[src/rtl/boolean_truth_table_scanner_pkg.sv]
// Shared widths, types and FSM encoding for the truth-table scanner.
package boolean_scan_pkg;

  localparam int N_IN  = 4;
  localparam int TT_W  = 2 ** N_IN;
  localparam int IDX_W = N_IN;
  localparam int CNT_W = N_IN + 1;

  typedef logic [IDX_W-1:0] idx_t;
  typedef logic [CNT_W-1:0] cnt_t;
  typedef logic [TT_W-1:0]  tt_t;

  typedef enum logic [1:0] {
    IDLE = 2'd0,
    SCAN = 2'd1,
    DONE = 2'd2
  } state_e;

endpackage

[src/rtl/boolean_truth_table_scanner_if.sv]
// Scanner bus: control, stimulus/response to the functions under test, results.
// master = controller/function side, slave = scanner.
interface boolean_truth_table_scanner_if
  import boolean_scan_pkg::*;
();

  logic start;
  logic busy;
  logic done;
  idx_t stim_f1;
  idx_t stim_f2;
  logic resp_f1;
  logic resp_f2;
  tt_t  exp_f1;
  tt_t  exp_f2;
  tt_t  tt_f1;
  tt_t  tt_f2;
  cnt_t ones_f1;
  cnt_t ones_f2;
  logic pass;

  modport master (
    output start, resp_f1, resp_f2, exp_f1, exp_f2,
    input  busy, done, stim_f1, stim_f2, tt_f1, tt_f2, ones_f1, ones_f2, pass
  );

  modport slave (
    input  start, resp_f1, resp_f2, exp_f1, exp_f2,
    output busy, done, stim_f1, stim_f2, tt_f1, tt_f2, ones_f1, ones_f2, pass
  );

endinterface

[src/rtl/boolean_truth_table_scanner_tt_capture_lane.sv]
// One function lane: truth-table capture by index, minterm count, compare vs expected.
// Capture is one bit per cycle; no backpressure, the FSM paces capture_i.
module tt_capture_lane
  import boolean_scan_pkg::*;
(
  input  logic clk,
  input  logic rst,
  input  logic clear_i,
  input  logic capture_i,
  input  idx_t idx_i,
  input  logic resp_i,
  input  tt_t  exp_i,
  output tt_t  tt_o,
  output cnt_t ones_o,
  output logic match_o
);

  tt_t  tt_q, tt_d;
  cnt_t ones_q, ones_d;

  always_comb begin
    tt_d   = tt_q;
    ones_d = ones_q;
    if (clear_i) begin
      tt_d   = '0;
      ones_d = '0;
    end else if (capture_i) begin
      tt_d[idx_i] = resp_i;
      ones_d      = ones_q + cnt_t'(resp_i);
    end
  end

  always_ff @(posedge clk) begin
    if (rst) begin
      tt_q   <= '0;
      ones_q <= '0;
    end else begin
      tt_q   <= tt_d;
      ones_q <= ones_d;
    end
  end

  assign tt_o    = tt_q;
  assign ones_o  = ones_q;
  assign match_o = (tt_q == exp_i);

endmodule

[src/rtl/boolean_truth_table_scanner.sv]
// Scans all 16 input codes into two functions in parallel, 18 cycles start-to-start;
// start is ignored while busy (no queueing), results hold until the next accepted start.
module boolean_truth_table_scanner
  import boolean_scan_pkg::*;
(
  input logic                          clk,
  input logic                          rst,
  boolean_truth_table_scanner_if.slave bus
);

  state_e state_q;
  idx_t   idx_q, idx_d;
  logic   busy_q, done_q, pass_q;
  logic   clear, capture;
  logic   match_f1, match_f2;

  assign idx_d   = idx_q + idx_t'(1);
  assign clear   = (state_q == IDLE) && bus.start;
  assign capture = (state_q == SCAN);

  // idx wraps back to 0 on the last SCAN edge, so IDLE drives stim = 0.
  always_ff @(posedge clk) begin
    if (rst) begin
      state_q <= IDLE;
      idx_q   <= '0;
      busy_q  <= 1'b0;
      done_q  <= 1'b0;
      pass_q  <= 1'b0;
    end else begin
      case (state_q)
        IDLE: begin
          if (bus.start) begin
            state_q <= SCAN;
            idx_q   <= '0;
            busy_q  <= 1'b1;
            pass_q  <= 1'b0;
          end
        end
        SCAN: begin
          idx_q <= idx_d;
          if (idx_q == idx_t'(TT_W - 1)) begin
            state_q <= DONE;
            done_q  <= 1'b1;
          end
        end
        DONE: begin
          state_q <= IDLE;
          done_q  <= 1'b0;
          busy_q  <= 1'b0;
          pass_q  <= match_f1 && match_f2;
        end
        default: begin
          state_q <= IDLE;
          idx_q   <= '0;
          busy_q  <= 1'b0;
          done_q  <= 1'b0;
        end
      endcase
    end
  end

  tt_capture_lane u_lane_f1 (
    .clk       (clk),
    .rst       (rst),
    .clear_i   (clear),
    .capture_i (capture),
    .idx_i     (idx_q),
    .resp_i    (bus.resp_f1),
    .exp_i     (bus.exp_f1),
    .tt_o      (bus.tt_f1),
    .ones_o    (bus.ones_f1),
    .match_o   (match_f1)
  );

  tt_capture_lane u_lane_f2 (
    .clk       (clk),
    .rst       (rst),
    .clear_i   (clear),
    .capture_i (capture),
    .idx_i     (idx_q),
    .resp_i    (bus.resp_f2),
    .exp_i     (bus.exp_f2),
    .tt_o      (bus.tt_f2),
    .ones_o    (bus.ones_f2),
    .match_o   (match_f2)
  );

  assign bus.busy    = busy_q;
  assign bus.done    = done_q;
  assign bus.pass    = pass_q;
  assign bus.stim_f1 = idx_q;
  assign bus.stim_f2 = idx_q;

endmodule

[src/flat_wrapper.sv]
// flat-port wrapper written by rule: the top's interface ports become plain ports
module boolean_truth_table_scanner_flat import boolean_scan_pkg::*;
  (clk, rst, bus_start, bus_resp_f1, bus_resp_f2, bus_exp_f1, bus_exp_f2, bus_busy, bus_done, bus_stim_f1, bus_stim_f2, bus_tt_f1, bus_tt_f2, bus_ones_f1, bus_ones_f2, bus_pass);
  boolean_truth_table_scanner_if bus_i ();
  input logic clk;
  input logic rst;
  input wire logic [$bits(bus_i.start)-1:0] bus_start;
  input wire logic [$bits(bus_i.resp_f1)-1:0] bus_resp_f1;
  input wire logic [$bits(bus_i.resp_f2)-1:0] bus_resp_f2;
  input wire logic [$bits(bus_i.exp_f1)-1:0] bus_exp_f1;
  input wire logic [$bits(bus_i.exp_f2)-1:0] bus_exp_f2;
  output wire logic [$bits(bus_i.busy)-1:0] bus_busy;
  output wire logic [$bits(bus_i.done)-1:0] bus_done;
  output wire logic [$bits(bus_i.stim_f1)-1:0] bus_stim_f1;
  output wire logic [$bits(bus_i.stim_f2)-1:0] bus_stim_f2;
  output wire logic [$bits(bus_i.tt_f1)-1:0] bus_tt_f1;
  output wire logic [$bits(bus_i.tt_f2)-1:0] bus_tt_f2;
  output wire logic [$bits(bus_i.ones_f1)-1:0] bus_ones_f1;
  output wire logic [$bits(bus_i.ones_f2)-1:0] bus_ones_f2;
  output wire logic [$bits(bus_i.pass)-1:0] bus_pass;
  assign bus_i.start = bus_start;
  assign bus_i.resp_f1 = bus_resp_f1;
  assign bus_i.resp_f2 = bus_resp_f2;
  assign bus_i.exp_f1 = bus_exp_f1;
  assign bus_i.exp_f2 = bus_exp_f2;
  assign bus_busy = bus_i.busy;
  assign bus_done = bus_i.done;
  assign bus_stim_f1 = bus_i.stim_f1;
  assign bus_stim_f2 = bus_i.stim_f2;
  assign bus_tt_f1 = bus_i.tt_f1;
  assign bus_tt_f2 = bus_i.tt_f2;
  assign bus_ones_f1 = bus_i.ones_f1;
  assign bus_ones_f2 = bus_i.ones_f2;
  assign bus_pass = bus_i.pass;
  boolean_truth_table_scanner u_core (.clk(clk), .rst(rst), .bus(bus_i));
endmodule
[config.mk]
export PLATFORM = sky130hd
export DESIGN_NAME = boolean_truth_table_scanner_flat
export DESIGN_NICKNAME = d
export VERILOG_FILES = /design/src/rtl/boolean_truth_table_scanner_pkg.sv /design/src/rtl/boolean_truth_table_scanner_if.sv /design/src/rtl/boolean_truth_table_scanner_tt_capture_lane.sv /design/src/rtl/boolean_truth_table_scanner.sv /design/src/flat_wrapper.sv
export SDC_FILE = /design/constraint.sdc
export NUM_CORES = 1
export LEC_CHECK = 0
export ABC_AREA = 0
export ABC_CLOCK_PERIOD_IN_PS = 1550
export BUFFER_PORTS_ARGS = -buffer_cell sky130_fd_sc_hd__buf_2
export CORE_ASPECT_RATIO = 1.75
export CORE_UTILIZATION = 30
export DETAILED_ROUTE_END_ITERATION = 12
export PLACE_DENSITY = 0.49
export SLEW_MARGIN = 5
export SYNTH_ARGS = -nofsm -noshare
export SYNTH_HDL_FRONTEND = slang
export SYNTH_SLANG_ARGS = --single-unit
[constraint.sdc]
create_clock -name clk -period 1.55 [get_ports clk]
set_input_delay 0.31 -clock clk [delete_from_list [all_inputs] [get_ports clk]]
set_output_delay 0.31 -clock clk [all_outputs]
set_load 0.01 [all_outputs]
==> results_dict.tcl <==
set metrics [dict create \
    status "finished, final reports clean" \
    final_cells 504 \
    cellPowerDensity_nw_per_um2 814.9 \
    grtUsageTotal_pct 16.19 \
    place_area_um2 3186 \
    drt-pass1-iter-count 4 \
    clk_latency_ps 290 \
    clk_pin_slew_ps 60 \
    die_area_um2 9006 \
    rsz0062_at_grt "no" \
    dp.cells 497 \
    required_ps 1240 \
    gp_congestion 0.7879 \
    utilization_pct 40.05 \
    htree_levels 2 \
    ant_nets 0 \
    dp_slack_ps 114.8 \
    cts_tree "yes" \
    yosysWarnings 0 \
    antenna_found_initial 0 \
    ys_types 29 \
    start_kind "flop" \
    cts_setup_buffers 0 \
    cpPeakStageDelay_ps 500 \
    avgViaCountPerCell 4.562 \
    ir_drop_uv 596.4 \
    skew_ps 3.021 \
    hp-start "rst" \
    worstMarginPinSlew_ps 333.7 \
    start_util_pct 31.10 \
    rows 44 \
    critPathSlowestCell "dfxtp_1" \
    r2r_end "u_core.u_lane_f1.tt_o[11]$_SDFFE_PP0P_" \
    synth.yosys.seq_area_share_pct 39.50 \
    hold_depth 2 \
    async_flop_share_pct 0 \
    holdBufCountCts 0 \
    path_cells "buf_4, buf_2" \
    hold_ws_ps 333.9 \
    rr_startpoint "u_core.bus.stim_f1[0]$_SDFFE_PP0P_" \
    synth_flop_cell "dfxtp_1" \
    fin_ws_ps 143.6 \
    synth_top_area_share_pct 39.50 \
    crit_type "flop to output pin" \
    num_vias 2299 \
    io_buffers 89 \
    drive_gt1_share_pct 31.88 \
    synth.avg_cell_area_um2 8.792 \
    clock-sinks 51 \
    finalHoldViolCount 0 \
    worstPathArrival_ps 1100 \
    synth_top_area_cell "dfxtp_1" \
    final_cell_area_um2 3329 \
    hold_path.class "input port to flop" \
    maxCapViolCount 0 \
    syn_area_um2 2585 \
    die_height_um 124.8 \
    dpl.hpwl_mm 5.352 \
    setup_viol 0 \
    cts-root-buf "clkbuf_16" \
    grt_pass1_wl_mm 11.22 \
    fin_nets 434 \
    ios 90 \
    cp_max_fo 6 \
    synthCells 294 \
    die_w_um 72.17 \
    r2r_cells 5 \
    antenna_cells 0 \
    yosys_register_bits 51 \
    cts_buffer_depth 2 \
    synth-edff-count 0 \
    routed_wl_mm 6.985 \
    total_power_mw 2.713 \
    post_cts_resized 0 \
    numCtsBuffers 5 \
    grt_max_degree 44 \
    fin_crit_sh_pct 90.73 \
    rrSetupSlack_ps 160 \
    drc 0 \
    min_to "u_core.bus.done$_SDFFE_PP0P_" \
    avgRoutedWirePerCell_um 13.86 \
    syn_nets 339 \
    fmax_mhz 711.1 \
    fin_tns_setup_ps 0 \
    grt_remaining_overflow 0 \
    power_leakage_nw 1.484 \
    period_needed_ps 1406 \
    timing.slew.headroom_pct 77.70 \
    syn2layout_area_growth_pct 28.80 \
    maxSlewViolCount 0 \
    grt_pass1_vias 2313 \
    drtIter0Drc 140 \
    core_um2 8313 \
    ys_top_cells_by_area "dfxtp_1 (39%), xnor2_1 (8.1%), mux2i_1 (5.4%), xor2_1 (5.4%), nor2_1 (5.4%)" \
    worst_setup_path_end_kind "output pin" \
]
-- sequential cells by signal, indices dropped and copies added, names as in the netlist --
signal / count
u_core.state_q: 2
u_core.bus.busy: 1
u_core.bus.stim_f1: 4
u_core.u_lane_f2.tt_o: 16
u_core.bus.pass: 1
u_core.u_lane_f1.tt_o: 16
u_core.u_lane_f2.ones_o: 5
u_core.bus.done: 1
u_core.u_lane_f1.ones_o: 5
-- layer usage --
metal / GRT usage (%) / share of wire, % / vias up
li1: - / - / 1175
met1: 17.57 / 41 / 1052
met2: 29.85 / 53 / 63
met3: 2.427 / 3.6 / 9
met4: 7.036 / 2.3 / 0
met5: 0 / 0 / -
-- area by class of cell --
class	count	area (um^2)
Fill cell	886	4984
Multi-Input combinational cell	221	1416
Sequential cell	51	1021
Timing Repair Buffer	107	593.1
Tap cell	115	143.9
Clock buffer	6	138.9
Inverter	3	11.26
Clock inverter	1	5.005
-- report_power, final --
| part | switching (mW) | internal, mW |
|---|---|---|
| clock | 0.466 | 0.631 |
| combinational | 0.160 | 0.122 |
| sequential | 0.0106 | 1.32 |
-- kinds of logic after synthesis --
kind of cell / count (synthesis) / share of synthesized area, %
adders and majority gates: 8 / 3.872
AOI/OAI and AO/OA: 53 / 10.70
muxes: 14 / 5.421
buffers and inverters: 22 / 5.711
xor gates and xnor gates: 40 / 13.55
DFF: 51 / 39.50
and+or+nand+nor: 106 / 21.25
-- Yosys cell counts (2+ instances only) --
cell type  count
buf_4          4
buf_2          9
ha_1           8
nor4_1         4
nand4_1       10
dfxtp_1       51
inv_1          3
xnor2_1       24
nor2_1        37
a21oi_1       27
o21ai_0       22
nor2_4         4
o22ai_1        2
mux2i_1       14
clkbuf_4       2
nand2b_1       6
nand2_8        2
xor2_1        16
buf_6          2
nand3_1        6
nand2_1       33
-- cells in the final DEF, fill, tap and decap left out --
master	n
a211oi_1	1
a21oi_1	27
buf_12	1
buf_2	89
buf_4	17
clkbuf_16	5
clkbuf_8	1
clkinv_2	1
dfxtp_1	51
ha_1	8
inv_1	3
mux2i_1	14
nand2_1	33
nand2_8	2
nand2b_1	6
nand3_1	6
nand4_1	10
nand4_4	1
nor2_1	37
nor2_2	1
nor2_4	4
nor2b_4	1
nor3_1	1
nor4_1	4
o21ai_0	22
o21bai_2	1
o22ai_1	2
xnor2_1	24
xor2_1	16
-- worst max path at each step --
stage,from,end,slack (ps),cells past startpoint
6_report,u_core.bus.stim_f1[3]$_SDFFE_PP0P_,bus_stim_f1[3],140,2
3_3_place_gp,bus_exp_f2[0],u_core.bus.pass$_SDFFE_PP0P_,150,6
5_1_grt,u_core.u_lane_f2.tt_o[0]$_SDFFE_PP0P_,u_core.bus.pass$_SDFFE_PP0P_,20,5
4_1_cts,u_core.bus.stim_f1[3]$_SDFFE_PP0P_,bus_stim_f1[3],130,2
2_1_floorplan,u_core.bus.stim_f1[0]$_SDFFE_PP0P_,u_core.u_lane_f1.tt_o[3]$_SDFFE_PP0P_,160,4
3_5_place_dp,bus_exp_f2[15],u_core.bus.pass$_SDFFE_PP0P_,110,6
-- critical path: cells and delay by family (launching register included) --
| kind | cells | cell delay [ps] |
|---|---|---|
| buf+inv | 2 | 310 |
| flops | 1 | 500 |
Note: power is estimated with default switching activity, not from simulation.
